$ cat src/rtl/hd_clock_gate_ctrl.sv
// Clock-gating controller: turns a functional enable into a glitch-free gated clock,
// with an idle run before gating and a fixed wake-up interval before RDY.
module hd_clock_gate_ctrl #(
  parameter int IDLE_CYCLES = 8,
  parameter int WAKE_CYCLES = 2,
  parameter int CNT_W       = 4
) (
  input  logic       CK,
  input  logic       R,
  input  logic       EN,
  input  logic       TE,
  output logic       GCK,
  output logic       RDY,
  output logic       ACTIVE,
  output logic [7:0] WAKE_CNT
);

  // state | meaning
  // OFF   | branch gated, waiting for EN
  // WAKE  | gate open, counting WAKE_CYCLES before RDY
  // RUN   | clock running, RDY given to requester
  // DRAIN | EN dropped, counting IDLE_CYCLES before gating

  typedef enum logic [1:0] {S_OFF, S_WAKE, S_RUN, S_DRAIN} state_t;

  localparam logic [CNT_W-1:0] WAKE_TC = CNT_W'(WAKE_CYCLES);
  localparam logic [CNT_W-1:0] IDLE_TC = CNT_W'(IDLE_CYCLES);
  localparam logic [CNT_W-1:0] CNT_ONE = CNT_W'(1);

  state_t             state_q, state_d;
  logic [CNT_W-1:0]   cnt_q, cnt_d;
  logic               en_q, en_d;
  logic               rdy_q, rdy_d;
  logic [7:0]         wake_cnt_q, wake_cnt_d;
  logic               gate_lat;

  always_comb begin
    state_d    = state_q;
    cnt_d      = cnt_q;
    wake_cnt_d = wake_cnt_q;
    case (state_q)
      S_OFF: begin
        if (EN) begin
          state_d = S_WAKE;
          cnt_d   = CNT_ONE;
          if (wake_cnt_q != 8'hFF) wake_cnt_d = wake_cnt_q + 8'd1;
        end
      end
      S_WAKE: begin
        if (cnt_q == WAKE_TC) state_d = S_RUN;
        else                  cnt_d   = cnt_q + CNT_ONE;
      end
      S_RUN: begin
        if (!EN) begin
          state_d = S_DRAIN;
          cnt_d   = CNT_ONE;
        end
      end
      S_DRAIN: begin
        // a returning request wins over the terminal count
        if (EN) begin
          state_d = S_RUN;
          cnt_d   = '0;
        end else if (cnt_q == IDLE_TC) begin
          state_d = S_OFF;
        end else begin
          cnt_d = cnt_q + CNT_ONE;
        end
      end
      default: state_d = S_OFF;
    endcase
    en_d  = (state_d != S_OFF);
    rdy_d = (state_d == S_RUN) || (state_d == S_DRAIN);
  end

  always_ff @(posedge CK or posedge R) begin
    if (R) begin
      state_q    <= S_OFF;
      cnt_q      <= '0;
      en_q       <= 1'b0;
      rdy_q      <= 1'b0;
      wake_cnt_q <= 8'd0;
    end else begin
      state_q    <= state_d;
      cnt_q      <= cnt_d;
      en_q       <= en_d;
      rdy_q      <= rdy_d;
      wake_cnt_q <= wake_cnt_d;
    end
  end

  // Transparent only while CK is low, so enable changes never clip a high phase.
  always_latch begin
    if (R)        gate_lat = 1'b0;
    else if (!CK) gate_lat = en_q | TE;
  end

  assign GCK      = CK & gate_lat;
  assign RDY      = rdy_q;
  assign ACTIVE   = en_q;
  assign WAKE_CNT = wake_cnt_q;

endmodule

$ cat config.mk
export PLATFORM = sky130hd
export DESIGN_NAME = hd_clock_gate_ctrl
export DESIGN_NICKNAME = d
export VERILOG_FILES = /design/src/rtl/hd_clock_gate_ctrl.sv
export SDC_FILE = /design/constraint.sdc
export NUM_CORES = 1
export LEC_CHECK = 0
export ABC_AREA = 1
export CAP_MARGIN = 0
export CORE_MARGIN = 2
export CORE_UTILIZATION = 51
export DETAILED_ROUTE_END_ITERATION = 6
export PLACE_DENSITY = 0.78
export SLEW_MARGIN = 20
export SYNTH_ARGS = -nofsm -noshare
export SYNTH_HDL_FRONTEND = slang
export SYNTH_SLANG_ARGS = --single-unit
$ cat constraint.sdc
create_clock -name CK -period 1.6 [get_ports CK]
set_clock_uncertainty 0.2 [all_clocks]
set_input_delay 0.16 -clock CK [delete_from_list [all_inputs] [get_ports CK]]
set_output_delay 0.16 -clock CK [all_outputs]
set_load 0.1 [all_outputs]
After elaboration in Yosys (flattened, before gate mapping):

Cells that the tools add are included.

* input bits: 4
* latch bits: 1
* RAM bits: 0
* word-level logic and storage cells: 43
* bits in registers: 16
* ROM bits: 0
* memories: 0

* equal/unequal tests: 12
* div/mod/pow operators: 0
* bitwise logic cells: 2
* $add $sub $neg: 2
* mux-type cells: 16
* $mul: 0
* magnitude comparators: 0
* shifts and indexed selects: 0
* reductions and logical operators: 5

Operators by type and width (number)
* 2-to-1 mux 4 bit: 5
* case mux 4 bit (4 select lines): 1
* 2-to-1 mux 2 bit: 5
* adder 8 x 1 -> 8 bit, second input constant: 1
* equality test 2 bit, second input constant: 4
* != test 8 bit, second input constant: 1
* case mux 2 bit (4 select lines): 1
* != test 2 bit, second input constant: 3
* adder 4 x 1 -> 4 bit, second input constant: 1
* equality test 4 x 2 -> 1 bit, second input constant: 1
* equality test 4 bit, second input constant: 1
* 2-to-1 mux 1 bit: 4
* AND reduction 4 bit: 1
* != test 3 bit, second input constant: 1
* AND reduction 3 bit: 1
* equality test 2 x 1 -> 1 bit, second input constant: 1
* zero test 2 bit: 1
* nonzero test 2 bit: 1
* AND 1 bit: 1
* logical OR 1 bit: 1
* OR 1 bit: 1

Depth between registers and ports, before layout:

Gate-level depths: netlist (run 1).

* word-level depth: 6
* gate-level depth with buffers: 9

==> reports/qor.csv, run 1 <==
metric,value,unit
grt_overflow_total,0,
rsz0062_at_grt,true,
status,finished with violations,
synth_ff_type,dfrtp_1,
ys_seq_elements,16,
worst_ep_arrival_time,1.73,ns
drtAntennaViolNets,0,
via_count,889,
pwr-share-seq,0.365,
worst_skew_pair.late_latency,0.40,ns
syn-num-nets,128,
final_nets,158,
die_area,2190,sq um
worstSetupStartpoint,gate_lat,
worst_pin_slew,0.371,ns
netlist_instances,120,
drc,0,
cts_tree,yes,
p_sw,0.411,mW
pwr_density_cell,823,nW/um^2
die_y,46.8,um
area_growth,50.7,%
viasPerCell,5.08,
rr_endpoint,gate_lat,
hold_path.class,primary input to clock gate,
avgSynthCellArea,7.80,sq um
yosys.area_share.adder,0.0535,
netlist_area,936,sq um
leakagePower,0.656,nW
antenna_found_initial,0,
grt_max_degree,10,
wl,2140,um
synth_cell_types,24,
synth_compound_area_frac,0.0762,
synth_top_family_by_area,simple AND/OR/NAND/NOR gates,
ios,15,
synth_area_leaders,"dfrtp_1 (40%), nand2_1 (14%), ha_1 (5.3%)",
worstSetupPathType,latch to output pin,
crit_path_max_fanout,1,
drive_above_1_share,0.367,
r2r-start,ACTIVE,
maxSlewHeadroom,0.753,
start_kind,latch,
synthSimpleGateAreaFrac,0.310,
core_area,1730,sq um
reg2reg_slack,0,ns
initial_core_util,0.542,
grt_pass1_vias,856,
synth_common_cells,"nand2_1 (36), dfrtp_1 (15), inv_1 (13)",
p_sw_frac,0.354,
ys_async_sr_fraction,0.938,
end_kind,output pin,
dr.pass1.iters,4,
power_frac_comb,0.128,
fill_cells,107,
grtUsageTotal,0.234,
yosys_warnings,0,
synth.largest_area_cell,dfrtp_1,
synth_top_area_share,0.401,
violations,negative setup slack,
synthMuxAreaShare,0,
synth_xor_area_frac,0.0561,
routedWlPerCell,12.2,um
hold_viol,0,
required,1.24,ns
rows,15,
io_buffers,14,
maxCapViolCount,0,
die_w,46.8,um
p_int,0.749,mW
yosys.cell_count.top_type,nand2_1,
place_hpwl,1460,um
peakVddDrop,0.564,mV
place.gp.congestion,0.797,
p_clk_frac,0.507,
drt_iter0_drc,27,
seqCellArea,415,sq um
synth_edf_count,0,
setup_viol_count_final,2,
setup_slack,-0.486,ns
postLayoutCoreUtil,0.817,
multiInputGateArea,510,sq um
endpoint,GCK,
grt_pass1_wl,3390,um
final_max_slew_viol_count,0,
r2r_cells,2,
diodes,0,
path_clk_slew,0.06,ns
power,1.16,mW
## flip-flops by register name, summed over array words and instances (netlist names)
| register | count |
|---|---|
| WAKE_CNT | 8 |
| cnt_q | 4 |
| ACTIVE | 1 |
| RDY | 1 |
| gate_lat | 1 |
| state_q | 1 |
## final cells by class
type                       instances  area share
multi-input combinational         85       0.362
timing repair buffer              21       0.210
clock buffer                      10      0.0568
sequential                        16       0.295
clock inverter                     1     0.00532
tap                               25      0.0222
inverter                          17      0.0488
## power by group through the flow
stage                     registers, mW  clock network [mW]  logic [mW]
after floorplan                   0.463               0.133      0.0509
after global placement            0.431               0.158       0.133
after detailed placement          0.431               0.158       0.137
after CTS                         0.423               0.596       0.139
after global routing              0.426               0.627       0.161
final                             0.423               0.589       0.148
## worst max-delay path, cell delays in order (launching register included)
cell	delay (ns)
dlxtp_1	0.32
nand2_2	0.06
clkinvlp_4	0.08
buf_12	0.16
## placed cells by master (no fill, tap or decap), drive strengths merged, types with 4 or more instances in the layout
master,count
buf,18
clkbuf,9
dfrtp,15
ha,4
inv,17
nand2,38
nand3,10
nor2,9
o21ai,7
## worst min path at each step
stage / slack [ns] / startpoint / to / cells past startpoint
2_1_floorplan: -0.65 / R / clock gate / 1
4_1_cts: 0.11 / R / clock gate / 3
3_3_place_gp: -0.19 / R / clock gate / 2
6_report: 0.11 / R / clock gate / 3
3_5_place_dp: -0.19 / R / clock gate / 2
5_1_grt: 0.17 / R / clock gate / 3
## layer usage
metal / GRT usage / up-vias / share of wire
met2: 0.345 / 28 / 0.50
met1: 0.262 / 411 / 0.42
met3: 0.119 / 7 / 0.056
met4: 0.167 / 0 / 0.021
met5: 0 / - / 0
li1: - / 443 / -
## cell families (layout without fill, tap and decap cells)
logic type	count (synthesis)	count (layout)
buffers and inverters	19	49
flip-flops	15	15
AND/OR/NAND/NOR	63	63
adder cells (fa/ha/maj)	4	4
XOR/XNOR	6	6
latches	1	1
AO/OA/AOI/OAI	12	12
## metrics by stage
| stage | TNS, ns | hold slack, ns | setup slack, ns | area (sq um) | std cells |
|---|---|---|---|---|---|
| after floorplan | -0.545 | -0.645 | -0.288 | 990 | 120 |
| after global placement | -1.08 | -0.191 | -1.08 | 1280 | 162 |
| after detailed placement | -1.11 | -0.186 | -1.08 | 1280 | 162 |
| after CTS | -0.493 | 0.110 | -0.493 | 1360 | 172 |
| after global routing | -0.585 | 0.167 | -0.541 | 1410 | 175 |
| final | -0.486 | 0.107 | -0.486 | 1410 | 175 |
## repair_timing
item                                   CTS  global route
gates resized for setup                  9             8
endpoints found under the hold margin    8             0
hold buffers                             1             0
buffers inserted                         0             3
setup endpoints to repair                2            11
pin swaps                                0             2
No activity file was read; power rests on OpenSTA's default activity.
==> run 2, diff against run 1 <==
Settings changed: CTS_CLUSTER_SIZE from default to 28.
Clock period 1.6 ns to 2.02 ns, I/O delays scaled along.
==> run 2 against run 1 <==
Effect of this change: the flow still finishes with violations (negative setup slack); final cell count shrank 4.0%; critical endpoint unchanged; clock-buffer cell count shrank 1; die area is the same; power shrank 23%; worst hold slack lost 0.039 ns; routed wire length shrank 9.6%; clock power shrank 20%; non-clock buffer count shrank 7; worst setup slack gained 0.17 ns; critical path type unchanged; critical path depth is the same; combinational power shrank 39%.
==> reports/qor.csv, run 2 (synthesis results as in run 1) <==
metric,value,unit
peakVddDrop,0.636,mV
die_w,46.8,um
grtUsageTotal,0.206,
diodes,0,
final_common_cell,nand2_1,
rsz0062_at_grt,true,
viasPerCell,4.88,
rows,15,
violations,negative setup slack,
place_area,1090,sq um
initial_core_util,0.542,
r2r_cells,2,
area_growth,25.7,%
worst_skew_pair.late_latency,0.39,ns
rr_endpoint,gate_lat,
antenna_found_initial,0,
min_from,R,
drive_above_1_share,0.259,
post_cts_buffers,0,
routedWlPerCell,11.5,um
die_area,2190,sq um
worstSetupStartpoint,gate_lat,
path_clk_slew,0.08,ns
grt_pass1_wl,2980,um
pwr_density_cell,760,nW/um^2
setup_viol_count_final,2,
grt_pass1_vias,730,
die_y,46.8,um
cts_tree,yes,
hold_path.class,primary input to clock gate,
end_kind,output pin,
io_buffers,14,
wl,1930,um
worstSetupPathType,latch to output pin,
final_max_slew_viol_count,0,
leakagePower,0.595,nW
final_nets,151,
maxSlewHeadroom,0.586,
drc,0,
grt_overflow_total,0,
reg2reg_slack,0.17,ns
largest_register_ffs,8,
finalSetupTns,-0.319,ns
worst_ep_arrival_time,1.94,ns
place_hpwl,1330,um
drt_iter0_drc,27,
status,finished with violations,
core_area,1730,sq um
final_cell_mix,"nand2_1 (35), inv_1 (12), dfrtp_1 (11)",
via_count,820,
crit_buf_inv,2,
hold_viol,0,
start_kind,latch,
maxCapViolCount,0,
r2r-start,ACTIVE,
grt_max_degree,17,
hold_path_depth,3,
slowest_stage,dlxtp_1,
worst_pin_slew,0.620,ns
crit_path_max_fanout,1,
setup_slack,-0.319,ns
cpPeakStageDelay,0.33,ns
path_cells,nand2_2 > clkinvlp_4 > buf_12,
place.gp.congestion,0.808,
ios,15,
dr.pass1.iters,4,
cp_top_family,latches,
required,1.62,ns
drtAntennaViolNets,0,
design_area,1180,sq um
==> run 2: what timing repair did <==
action,4_1_cts,5_1_grt
setup endpoints to repair,2,2
hold buffers,1,0
gates resized for setup,9,0
endpoints found under the hold margin,1,0
==> run 2: metrics by stage <==
step / hold slack, ns / std cells / setup slack (ns) / power, mW / util
2_1_floorplan: -0.812 / 120 / -0.120 / 0.509 / -
5_1_grt: 0.150 / 168 / -0.359 / 0.933 / 0.681
6_report: 0.0677 / 168 / -0.319 / 0.893 / 0.681
3_5_place_dp: -0.215 / 158 / -0.914 / 0.552 / 0.634
4_1_cts: 0.0713 / 168 / -0.332 / 0.907 / 0.681
3_3_place_gp: -0.233 / 158 / -0.909 / 0.548 / 0.634
==> run 2: area by class of cell <==
class                      instances  area [sq um]
timing repair buffer              14           128
clock buffer                       9          76.3
inverter                          17          66.3
fill                             149           551
tap                               25          31.3
multi-input combinational         85           467
sequential                        16           395
clock inverter                     2          12.5
==> run 2: worst max path at each step <==
stage / slack (ns) / end / cells after the start
final: -0.32 / GCK / 3
after global routing: -0.36 / GCK / 3
after CTS: -0.33 / GCK / 3
after detailed placement: -0.91 / GCK / 3
after global placement: -0.91 / GCK / 3
after floorplan: -0.12 / GCK / 2
==> run 2: power breakdown <==
part	total [mW]	switching (mW)	internal, mW
combinational	0.0897	0.0631	0.0265
clock	0.471	0.248	0.222
sequential	0.333	0.0151	0.318
total	0.893	0.327	0.567
==> run 2: routing by layer <==
layer  wire [um]  global-route usage
met5           0                   0
met2         911               0.288
met1         905               0.263
met4          33               0.150
met3          80              0.0731
==> run 2: tightest hold or removal path, delay by kind of cell <==
kind,cells,cell delay [ns]
buf+inv,3,1.32
==> run 3, diff against run 2 <==
Settings changed: SLEW_MARGIN 20 to default.
==> results of run 3 <==
Final layout, timing and power as in run 2 (identical DEF).
==> variant 1: new RTL, settings of run 3 <==
Register the output `WAKE_CNT` once more, without a reset; this adds one clock of latency there. The other outputs are not delayed to match.
--- a/src/rtl/hd_clock_gate_ctrl.sv
+++ b/src/rtl/hd_clock_gate_ctrl.sv
@@ -98,7 +98,9 @@
   assign GCK      = CK & gate_lat;
   assign RDY      = rdy_q;
   assign ACTIVE   = en_q;
-  assign WAKE_CNT = wake_cnt_q;
+  always_ff @(posedge CK) begin
+    WAKE_CNT <= wake_cnt_q;
+  end
 
 endmodule
 
Function: not checked (the comparison handles one clock edge and no latches or derived clocks); the edit may change what the design does.
==> variant 1 against run 3 <==
  * The flow finishes with violations (negative hold slack, negative setup slack)
  * Sequential share of layout area grew 6.5 points
  * Combinational power shrank 44%
  * Via count grew 15%
  * Setup slack lost 0.17 ns
  * Routed wire length grew 4.5%
  * Sequential cell count grew 8
  * First-iteration DRC count shrank 33%
  * Sequential power grew 44%
  * Power grew 19%
  * Final cell count grew 13%
  * Cell area grew 17%
  * Die area grew 17%
  * Synthesized area grew 19%
  * Largest power group unchanged
==> variant 1: results (changes against run 3) <==
clk_lat worst skew=0.41 ns (+0.02 ns); routed len/inst=10.7 um (-7.1%); failing checks=negative hold slack, negative setup slack; cell count after placement=178 (+13%); synthesized area per cell=8.20 um2 (+5.1%); worst rel slew slack=0.593 (+0.00744); Hold Fails Final Rpt=1 (+1); NumNets Final=170 (+13%); top cells by area, synth=dfrtp_1 34%, nand2_1 17%, dfxtp_1 14%, ha_1 4.5%, inv_1 4.4%; vias in the first global route=900 (+23%); Mapped Nets=144 (+13%); complex-gate fraction of the synthesized area=0.0359 (-0.0403); Final Wtd Congestion=0.854 (+5.6%); final setup TNS=-0.492 ns (-0.173 ns); DR vias=947 (+15%); Synth Area in Adders=0.0449 (-0.00858); setup violators final=2 (unchanged); outcome=finished with violations; Final WS setup=-0.492 ns (-0.173 ns); DP Area=1290 um2 (+18%); slack of the worst reg-to-reg path=0.28 ns (+0.11 ns); max incr delay on CP=0.36 ns (+0.03 ns); Yosys cell types=23 (-4.2%); final hold slack=-0.0525 ns (-0.120 ns); Post-synth top cells=50 x nand2_1, 15 x dfrtp_1, 13 x inv_1, 9 x nor2_1; layout cells sized above 1=0.222 (-0.0365); Post-DP HPWL=1.44 mm (+8.5%)
[variant 1: tightest hold or removal path, stage by stage]
cell and delay, ns:
clkdlybuf4s50_1 0.49, dlygate4sd3_1 0.56, inv_1 0.28
[variant 1: cell type report]
class,count,area (um2)
flip-flops and latches,24,552
repair buffers,16,143
fillers,175,627
clock buffers,11,87.6
clock inverters,1,7.51
well taps,27,33.8
inverters,14,52.6
multi-input cells,96,499
[variant 1: stage by stage]
stage,utilization,setup slack (ns)
CTS,0.687,-0.460
finish,0.687,-0.492
floorplan,-,-0.120
global route,0.687,-0.555
global placement,0.643,-0.910
detailed placement,0.643,-0.909
[variant 1: power breakdown]
group	switching [mW]	internal (mW)
Clock	0.282	0.248
Combinational	0.0300	0.0202
Sequential	0.00911	0.472
[variant 1: routing by layer]
metal	part of all wire	wire, um
met5	0	0
met4	0.013	27
met3	0.065	132
met2	0.47	941
met1	0.45	916
==> variant 2: new RTL, config.mk and constraints of run 3 <==
Without the edit above. Change the parameter `CNT_W` from 4 to 6.
--- a/src/rtl/hd_clock_gate_ctrl.sv
+++ b/src/rtl/hd_clock_gate_ctrl.sv
@@ -3,7 +3,7 @@
 module hd_clock_gate_ctrl #(
   parameter int IDLE_CYCLES = 8,
   parameter int WAKE_CYCLES = 2,
-  parameter int CNT_W       = 4
+  parameter int CNT_W       = 6
 ) (
   input  logic       CK,
   input  logic       R,
Function: not checked (the comparison handles one clock edge and no latches or derived clocks); the edit may change what the design does.
==> variant 2 against run 3 <==
  * Clock power rose by 3%
  * Synthesized area rose by 24%
  * Sequential share of layout area fell by 2.3 points
  * Synthesized cell count rose by 33%
  * Power rose by 2.0%
  * Cell area rose by 21%
  * Non-clock buffer count rose by 2
  * The run still ends with negative setup slack left
  * First-iteration DRC count rose by 19%
  * Highest routed layer unchanged
  * Setup slack got worse by 0.0018 ns
  * Sequential cell count rose by 2
  * Routed wire length rose by 40%
==> variant 2: results (changes against run 3) <==
Hold WC Path Type=in -> latch; layout cells sized above 1=0.224 (-0.0347); Iter 0 DRT Violations=32 (+19%); via/cell ratio=5.33 (+9.1%); r2r endpoint=gate_lat; Mapped Nets=167 (+30%); maximum VDD drop=0.000641 V (+0.82%); complex-gate fraction of the synthesized area=0.0720 (-0.00416); asr flop ratio synth=0.944 (+0.00694); Post-Synth XOR/XNOR Area=0.0301 (-0.0260); Clock transition at path regs=0.05 ns (-0.03 ns); final wirelength=2.71 mm (+40%); final hold slack=0.253 ns (+0.185 ns); setup violators final=2 (unchanged); max incr delay on CP=0.31 ns (-0.02 ns); worst reg2reg startpoint=ACTIVE; clk_lat worst skew=0.40 ns; Post-synth top cells=51 x nand2_1, 17 x dfrtp_1, 17 x inv_1, 14 x nand3_1, 13 x nor2_1; vias in the first global route=1184 (+62%); Final WS setup=-0.321 ns (-0.00177 ns); top cells by area, synth=dfrtp_1 37%, nand2_1 16%, nand3_1 6.0%, inv_1 5.5%, ha_1 4.3%; GRT Total Usage=0.242 (+0.0360); first-pass GRT wire length=4.75 mm (+59%); Clk pwr share=0.531 (+0.004); Overall Power=0.912 mW (+2.0%); largest net degree at the start of global routing=19 (+2); final setup TNS=-0.321 ns (-0.00177 ns); Crit path arrival time=1.94 ns (about the same); cell count after placement=200 (+27%); failing checks=negative setup slack; combinational cell power=0.0616 mW (-31%); worst hold stages=2 (-1); DP Worst Slack=-0.909 ns (+0.00486 ns); cts hold-fix bufs=2 (+1); Area Overhead vs Synth=22.0%; Yosys cell types=28 (+17%); gr ovfl total=0 (unchanged); PostCTS Resize Cnt=9 (unchanged); outcome=finished with violations; NumNets Final=191 (+26%); Pre-Repair DR Iteration Count=6 (+2); Cell Int Power=0.603 mW (+6.4%); Final Wtd Congestion=0.831 (+2.9%); initial antenna violation count=0 (unchanged); slack of the worst reg-to-reg path=0.17 ns (about the same); Layout fillers=196 (+32%); leak pwr=0.716 nW (+20%); routed len/inst=12.8 um (+12%); worst rel slew slack=0.723 (+0.137); synthesized area per cell=7.32 um2 (-6.2%); number of diodes=0 (unchanged); DP Area=1330 um2 (+21%); Post-DP HPWL=1.91 mm (+44%); Synth Area in Adders=0.0430 (-0.0105)
## variant 2: worst max-delay path by stage
stage | from | to | slack (ns) | cells past startpoint
after global placement | gate_lat | GCK | -0.91 | 3
after CTS | gate_lat | GCK | -0.33 | 3
final | gate_lat | GCK | -0.32 | 3
after global routing | gate_lat | GCK | -0.39 | 3
after detailed placement | gate_lat | GCK | -0.91 | 3
after floorplan | gate_lat | GCK | -0.12 | 2
## variant 2: area by class of cell
cell class	instances	area share
flip-flops and latches	18	0.314
multi-input cells	115	0.431
repair buffers	16	0.105
clock buffers	10	0.0564
inverters	23	0.0643
clock inverters	1	0.00529
well taps	28	0.0247
## variant 2: layer usage
| metal | vias to the layer above | GRT usage | share of wire |
|---|---|---|---|
| met4 | 0 | 0.154 | 0.030 |
| met1 | 529 | 0.274 | 0.44 |
| li1 | 555 | - | - |
| met5 | - | 0 | 0 |
| met3 | 9 | 0.0718 | 0.034 |
| met2 | 31 | 0.397 | 0.50 |
